$ cat src/rtl/demux1_n_pipe_if.sv
// Handshake bundle for demux1_n_pipe: one input stream, NOUT output channels.
// master = producer/consumer side, slave = the demux itself.
interface demux1_n_pipe_if #(
    parameter int WIDTH = 64,
    parameter int SEL_W = 2
);
    localparam int NOUT = 1 << SEL_W;

    logic                  in_valid;
    logic                  in_ready;
    logic [SEL_W-1:0]      in_sel;
    logic [WIDTH-1:0]      in_data;
    logic [NOUT-1:0]       out_valid;
    logic [NOUT-1:0]       out_ready;
    logic [NOUT*WIDTH-1:0] out_data;

    modport master (
        output in_valid, in_sel, in_data, out_ready,
        input  in_ready, out_valid, out_data
    );

    modport slave (
        input  in_valid, in_sel, in_data, out_ready,
        output in_ready, out_valid, out_data
    );
endinterface

$ cat src/rtl/demux1_n_pipe.sv
// Registered 1-to-N demultiplexer with per-channel single-entry holding
// registers and independent back-pressure.
// Optional: define DEMUX1_N_PIPE_CNT_EN to add per-channel 8-bit counters of
// accepted beats on port acc_cnt (wrap at 255, survive flush).

// One output channel: single-entry holding register (+ optional counter).
module demux1_n_pipe_chan #(
    parameter int WIDTH = 64
) (
    input  logic             clk,
    input  logic             reset_n,
    input  logic             flush,
    input  logic             load,
    input  logic             drain,
    input  logic [WIDTH-1:0] ld_data,
    output logic             full,
    output logic [WIDTH-1:0] data
`ifdef DEMUX1_N_PIPE_CNT_EN
    ,
    output logic [7:0]       cnt
`endif
);
    // Occupancy: flush beats everything; a load covers drain+refill.
    always_ff @(posedge clk or negedge reset_n) begin
        if (!reset_n) begin
            full <= 1'b0;
        end else if (flush) begin
            full <= 1'b0;
        end else if (load) begin
            full <= 1'b1;
        end else if (drain) begin
            full <= 1'b0;
        end
    end

    // Payload only moves on a load, so it is stable while stalled.
    always_ff @(posedge clk or negedge reset_n) begin
        if (!reset_n) begin
            data <= '0;
        end else if (load) begin
            data <= ld_data;
        end
    end

`ifdef DEMUX1_N_PIPE_CNT_EN
    // Accepted-beat counter; load never fires during flush, and flush does
    // not clear it, so flushed beats stay counted.
    always_ff @(posedge clk or negedge reset_n) begin
        if (!reset_n) begin
            cnt <= 8'd0;
        end else if (load) begin
            cnt <= cnt + 8'd1;
        end
    end
`endif
endmodule

module demux1_n_pipe #(
    parameter int WIDTH = 64,
    parameter int SEL_W = 2
) (
    input  logic                 clk,
    input  logic                 reset_n,
    input  logic                 flush,
    demux1_n_pipe_if.slave       bus
`ifdef DEMUX1_N_PIPE_CNT_EN
    ,
    output logic [(1<<SEL_W)*8-1:0] acc_cnt
`endif
);
    localparam int NOUT = 1 << SEL_W;

    typedef struct packed {
        logic [SEL_W-1:0] sel;
        logic [WIDTH-1:0] data;
    } req_t;

    req_t                        req;
    logic                        in_ready;
    logic                        accept;
    logic [NOUT-1:0]             full_q;
    logic [NOUT-1:0]             load;
    logic [NOUT-1:0]             drain;
    logic [NOUT-1:0][WIDTH-1:0]  data_q;
`ifdef DEMUX1_N_PIPE_CNT_EN
    logic [NOUT-1:0][7:0]        cnt_q;
`endif

    assign req = '{sel: bus.in_sel, data: bus.in_data};

    // Ready looks only at the selected channel: it can take a beat if empty
    // or being drained this cycle. Held low during reset and flush.
    assign in_ready = reset_n & ~flush & (~full_q[req.sel] | bus.out_ready[req.sel]);
    assign accept   = bus.in_valid & in_ready;

    // One-hot load strobe to the selected channel.
    always_comb begin
        load = '0;
        if (accept) begin
            load[req.sel] = 1'b1;
        end
    end

    assign drain = full_q & bus.out_ready;

    for (genvar k = 0; k < NOUT; k++) begin : g_chan
        demux1_n_pipe_chan #(.WIDTH(WIDTH)) u_chan (
            .clk     (clk),
            .reset_n (reset_n),
            .flush   (flush),
            .load    (load[k]),
            .drain   (drain[k]),
            .ld_data (req.data),
            .full    (full_q[k]),
            .data    (data_q[k])
`ifdef DEMUX1_N_PIPE_CNT_EN
            ,
            .cnt     (cnt_q[k])
`endif
        );
    end

    assign bus.in_ready  = in_ready;
    assign bus.out_valid = full_q;
    assign bus.out_data  = data_q;
`ifdef DEMUX1_N_PIPE_CNT_EN
    assign acc_cnt       = cnt_q;
`endif
endmodule

$ cat src/flat_wrapper.sv
// flat-port wrapper written by rule: the top's interface ports become plain ports
module demux1_n_pipe_flat 
#(
    parameter int WIDTH = 64,
    parameter int SEL_W = 2
)
  (clk, reset_n, flush, bus_in_valid, bus_in_sel, bus_in_data, bus_out_ready, bus_in_ready, bus_out_valid, bus_out_data);
  demux1_n_pipe_if #(.WIDTH(WIDTH), .SEL_W(SEL_W)) bus_i ();
  input  logic clk;
  input  logic reset_n;
  input  logic flush;
  input wire logic [$bits(bus_i.in_valid)-1:0] bus_in_valid;
  input wire logic [$bits(bus_i.in_sel)-1:0] bus_in_sel;
  input wire logic [$bits(bus_i.in_data)-1:0] bus_in_data;
  input wire logic [$bits(bus_i.out_ready)-1:0] bus_out_ready;
  output wire logic [$bits(bus_i.in_ready)-1:0] bus_in_ready;
  output wire logic [$bits(bus_i.out_valid)-1:0] bus_out_valid;
  output wire logic [$bits(bus_i.out_data)-1:0] bus_out_data;
  assign bus_i.in_valid = bus_in_valid;
  assign bus_i.in_sel = bus_in_sel;
  assign bus_i.in_data = bus_in_data;
  assign bus_i.out_ready = bus_out_ready;
  assign bus_in_ready = bus_i.in_ready;
  assign bus_out_valid = bus_i.out_valid;
  assign bus_out_data = bus_i.out_data;
  demux1_n_pipe #(.WIDTH(WIDTH), .SEL_W(SEL_W)) u_core (.clk(clk), .reset_n(reset_n), .flush(flush), .bus(bus_i));
endmodule
$ cat config.mk
export PLATFORM = sky130hd
export DESIGN_NAME = demux1_n_pipe_flat
export DESIGN_NICKNAME = d
export VERILOG_FILES = /design/src/rtl/demux1_n_pipe_if.sv /design/src/rtl/demux1_n_pipe.sv /design/src/flat_wrapper.sv
export SDC_FILE = /design/constraint.sdc
export NUM_CORES = 1
export LEC_CHECK = 0
export CORE_MARGIN = 1
export CORE_UTILIZATION = 45
export CTS_BUF_LIST = sky130_fd_sc_hd__clkbuf_16
export DETAILED_ROUTE_END_ITERATION = 10
export PLACE_DENSITY = 0.8
export SYNTH_ARGS = -nofsm -noshare
export SYNTH_HDL_FRONTEND = slang
export SYNTH_SLANG_ARGS = --single-unit
export TNS_END_PERCENT = 30
$ cat constraint.sdc
create_clock -name clk -period 1.9 [get_ports clk]
set_input_delay 0.285 -clock clk [delete_from_list [all_inputs] [get_ports clk]]
set_output_delay 0.285 -clock clk [all_outputs]
set_load 0.01 [all_outputs]
# Yosys cells after proc, flatten, opt, wreduce, memory -nomap -nowiden
# Cells that the tools add are included.
# Widths: inputs -> output; s select.
# classes
n_lt_le_gt_ge	2
muxes	19
n_bitwise	7
n_reduce_logical	5
# op_table
operator	count
$mux 1	15
$reduce_bool 3->1	4
$and 4x4->4	1
$bmux 1 s2	2
$mux 4	1
$and 1x1->1	3
$lt 2x3->1 const B	1
$demux 1 s2	1
$ge 2x1->1 const B	1
$not 1->1	2
$logic_and 1x1->1	1
$or 1x1->1	1
# totals
ff_bits	260
inputBits	74
output_inout_bits	261
elab_cells	41

# Longest topological paths before layout
# depth
ltp_word	9
mapped_depth	6
mapped_depth_nobuf	3

# Modules after synthesis
# From an unflattened synthesis, not the netlist that was laid out.
# unflattened
cells_unflattened	577
hier_area_um2	10611.4
# modules_own_cells
mod	n_inst	cells_per_inst	area_each_um2	seq_area_each_um2
demux1_n_pipe_chan	4	139	2618.8	1626.6
demux1_n_pipe	1	21	136.4	0.0

# Worst setup path before layout
# No wires, ideal clock.
# synth_timing
path_type	in2reg
from	input port flush
to	register u_core.g_chan[2].u_chan.data[0]
setup_ps	125
t_arrival_ps	1445
required_ps	1775
slack_ps	329
path_stages	6
n_path_buf	3
path_cell_list	and3b_1 buf_6 and4bb_4 buf_6 buf_6 mux2_4
# synth_via
elab_chain_len	5
# synth_rtl
element	line	rtl
start: declaration	flat_wrapper.sv:11	input logic flush;
$not 1->1	demux1_n_pipe.sv:93	assign in_ready = reset_n & ~flush & (~full_q[req.sel] | bus.out_ready[req.sel]);
$and 1x1->1 (2 in series)	demux1_n_pipe.sv:93	
$and 1x1->1	demux1_n_pipe.sv:94	assign accept = bus.in_valid & in_ready;
$mux 4	demux1_n_pipe.sv:99	if (accept) begin
end signal: assignment	demux1_n_pipe.sv:41	data <= ld_data;
end: declaration	demux1_n_pipe.sv:17	output logic [WIDTH-1:0] data
# No other way between the ends.
# A chain may end at the register's enable or synchronous reset.

# Worst setup path after layout
# layout_timing
from	register u_core.g_chan[0].u_chan.full
to	output port bus_in_ready
# layout_via
elab_chain_len	5
# layout_rtl
element	line	rtl
start: declaration	demux1_n_pipe.sv:16	output logic full,
start signal: assignment	demux1_n_pipe.sv:26	full <= 1'b0;
start signal: assignment	demux1_n_pipe.sv:28	full <= 1'b0;
start signal: assignment	demux1_n_pipe.sv:30	full <= 1'b1;
$bmux 1 s2	demux1_n_pipe.sv:93	
$mux 1 (not written as such)	demux1_n_pipe.sv:93	
$not 1->1	demux1_n_pipe.sv:93	
$or 1x1->1	demux1_n_pipe.sv:93	
$and 1x1->1	demux1_n_pipe.sv:93	
end: declaration	flat_wrapper.sv:16	output wire logic [$bits(bus_i.in_ready)-1:0] bus_in_ready;
# No other way between the ends. The select of a mux whose other input is x is not followed.

==> flow_summary.ini <==
[cells_and_area]
nets = 1001
final_layout_size_suffix_gt1_share_pct = 33.7
final_common_cell = sky130_fd_sc_hd__clkdlybuf4s50_1
syn2layout_area_growth_pct = 44.0
num_antenna_cells = 0
layout.cells.most_common_list = sky130_fd_sc_hd__clkdlybuf4s50_1 (332), sky130_fd_sc_hd__dfrtp_1 (260), sky130_fd_sc_hd__mux2_2 (142)

[worst_setup_path]
worstPathMaxFanout = 2
setup.worst_path.end_class = primary output
timing.setup.critical_path_class = flip-flop to primary output
timing.critical_path.from_type = flip-flop
critical_path.reg2reg.startpoint = u_core.g_chan[2].u_chan.full
cp.arrival_ps = 1500
critPathRequiredTime_ps = 1620
critical_path_startpoint = u_core.g_chan[0].u_chan.full

[die]
top_level_ports = 335
initial_cell_density_of_the_core_pct = 46.6
floorplan.die.height_um = 153
rows = 54
die_width_um = 153
die_footprint_mm2 = 0.0235
design.core.area_mm2 = 0.0221

[timing]
min_period_over_period_pct = 94.1
worst_pin_slew_ps = 1030
timing.final.crit_period_ps = 1790
final_setup_vio_count = 0
max_freq_mhz = 559
relSlewSlack_pct = 31.0
rsz_0062_raised_after_global_routing = false
final-max-slew-violation-count = 0
final-hold-violation-count = 60
setup_ws_ps = 112
hold_slack_ps = -141
clock_skew_ps = 7.60

[grt]
first_pass_grt_wire_length_um = 39700
gr-total-overflow = 0
grtUsageMet1_pct = 26.5
global_route.usage.met2_pct = 36.1
grt_pass1_vias = 6746
antenna_violations_before_repair = 0
met3_usage_pct = 8.11
grt_max_degree = 174
grt.busiest_layer = met2
grt_util_all_layers_pct = 21.6

[clock_tree]
cts_inserted_buffers = 27
tritoncts_num_sinks = 260
tritoncts = yes
cts.reportedPaths.clkPinSlew_ps = 60
clk_latency_ps = 520
cts_root_buffer = sky130_fd_sc_hd__clkbuf_16
total_number_of_h_tree_levels = 1
clock_tree.buffer_depth = 3

[synthesis]
synth-async-reset-ratio_pct = 100
synth_compound_gate_area_share_pct = 0.377
most_frequently_used_flop_master_after_synthesis = sky130_fd_sc_hd__dfrtp_1
synth_sequential_area_ratio_pct = 63.2
synth-simple-area-share_pct = 1.28
yosys_warnings = 0
number_of_flip_flops_and_latches_in_the_synthesized_netlist = 260
combinational_family_with_the_most_area_after_synthesis = multiplexers
syn_inst = 571
syn_nets = 645
synth_area_mm2 = 0.0103
syn_area_per_cell_um2 = 18.0
xor_xnor_share_of_the_synthesized_area_pct = 0
synth.distinct_cells = 26
synth_edf_count = 0
post_synth_fa_ha_maj_area_fraction_pct = 0
synth_mux_area_share_pct = 32.1

[place]
gp_congestion = 0.751
dp_worst_setup_slack_ps = -351
portBuffers = 334
dpl.hpwl_um = 17000

[flow_run]
max_cap_viol_count = 0

[power_and_ir_drop]
comb_power_share_pct = 30.2
max-vdd-ir-drop_uv = 774
switching_power_mw = 4.63
p_leak_nw = 6.52
pwr-share-clk_pct = 27.4
post-layout-total-power_mw = 17.7
pwr_density_cell_mw_per_mm2 = 1200
power.share.sequential_pct = 42.5
cellInternalPower_mw = 13.1
power.share.switching_pct = 26.1

[outcome]
failed_checks = hold timing
outcome = complete, but fails checks

[routing]
ant_nets = 0
drt-vias-per-instance = 5.02
drt_iter0_markers = 202
post_drt_wl_per_cell_um = 20.4
detail_route.drc_violations = 0
totalWireLength_um = 24900
routed-via-count = 6150
detail_route.first_pass.iterations = 4

[min_path]
timing.hold.worst.class = input pin to async pin
cell families (layout without fill, tap and decap cells):
family	Yosys count	after routing
and+or+nand+nor	15	15
buffers and inverters	33	406
DFF	260	260
muxes	257	257
AOI/OAI and AO/OA	6	6
per-stage QoR:
step | cells | util [%] | hold WS [ps] | area [µm²] | setup TNS (ps)
floorplan | 571 | - | -10.6 | 10300 | 0
global placement | 1176 | 63.3 | 88.8 | 14000 | -45590
detailed placement | 1176 | 63.3 | 88.5 | 14000 | -48750
CTS | 1224 | 67.0 | 0.741 | 14800 | 0
global route | 1224 | 67.1 | 37.1 | 14800 | 0
finish | 1224 | 67.1 | -141 | 14800 | 0
flip-flops by register name (all words and copies together) (netlist names):
signal / cells
u_core.g_chan.u_chan.full: 4
u_core.g_chan.u_chan.data: 256
critical path: stages, from the launching register on:
cell,delay (ps)
sky130_fd_sc_hd__dfrtp_1,390
sky130_fd_sc_hd__nand2b_1,110
sky130_fd_sc_hd__o311ai_2,260
sky130_fd_sc_hd__a21oi_2,70
sky130_fd_sc_hd__buf_2,150
power groups by stage:
stage / sequential [mW] / clock (mW) / combinational, mW
5_1_grt: 7.68 / 5.20 / 5.64
2_1_floorplan: 8.13 / 0 / 1.47
3_3_place_gp: 7.54 / 0 / 5.29
4_1_cts: 7.53 / 4.99 / 5.41
6_report: 7.53 / 4.86 / 5.35
3_5_place_dp: 7.59 / 0 / 5.38
timing repair:
action / 4_1_cts / 5_1_grt
hold endpoints to repair: 5 / 0
pin swaps: 1 / 1
setup endpoints to repair: 1 / 1
hold buffers: 1 / 0
gates resized for setup: 5 / 2
buffers inserted: 1 / 0
synthesized netlist by cell type (2+ instances only):
| library cell | number | share of area [%] |
|---|---|---|
| sky130_fd_sc_hd__clkbuf_1 | 2 | 0.073 |
| sky130_fd_sc_hd__a21oi_1 | 4 | 0.19 |
| sky130_fd_sc_hd__mux2_1 | 5 | 0.55 |
| sky130_fd_sc_hd__dfrtp_1 | 260 | 63 |
| sky130_fd_sc_hd__buf_12 | 6 | 1.2 |
| sky130_fd_sc_hd__buf_2 | 13 | 0.63 |
| sky130_fd_sc_hd__mux2_4 | 109 | 16 |
| sky130_fd_sc_hd__mux2_2 | 142 | 16 |
| sky130_fd_sc_hd__buf_6 | 8 | 0.88 |
| sky130_fd_sc_hd__nand2b_1 | 3 | 0.18 |
| sky130_fd_sc_hd__buf_4 | 4 | 0.29 |
layout make-up:
type / count / area [µm²]
fill: 1501 / 7270
tap: 280 / 350
clock inverter: 19 / 128
multi-input combinational: 278 / 3490
sequential: 260 / 6510
timing repair buffer: 360 / 3670
clock buffer: 27 / 676
worst paths after layout:
path	end	slack [ps]	cells past startpoint
max in group asynchronous	u_core.g_chan[1].u_chan.data[32]	1180	2
max reg2reg	u_core.g_chan[2].u_chan.data[20]	170	4
min reg2reg	u_core.g_chan[0].u_chan.data[13]	500	1
min	u_core.g_chan[1].u_chan.data[44]	-140	2
max	bus_in_ready	110	4
min in group clk	u_core.g_chan[3].u_chan.full	260	4
per-layer routing:
layer / share of wire [%] / vias to the layer above / wire length, µm
met5: 0 / - / 0
met4: 2.4 / 0 / 599
met2: 47 / 250 / 11800
met1: 41 / 3133 / 10200
li1: - / 2721 / -
met3: 9.2 / 46 / 2300
Note: power is estimated with default switching activity, not from simulation.
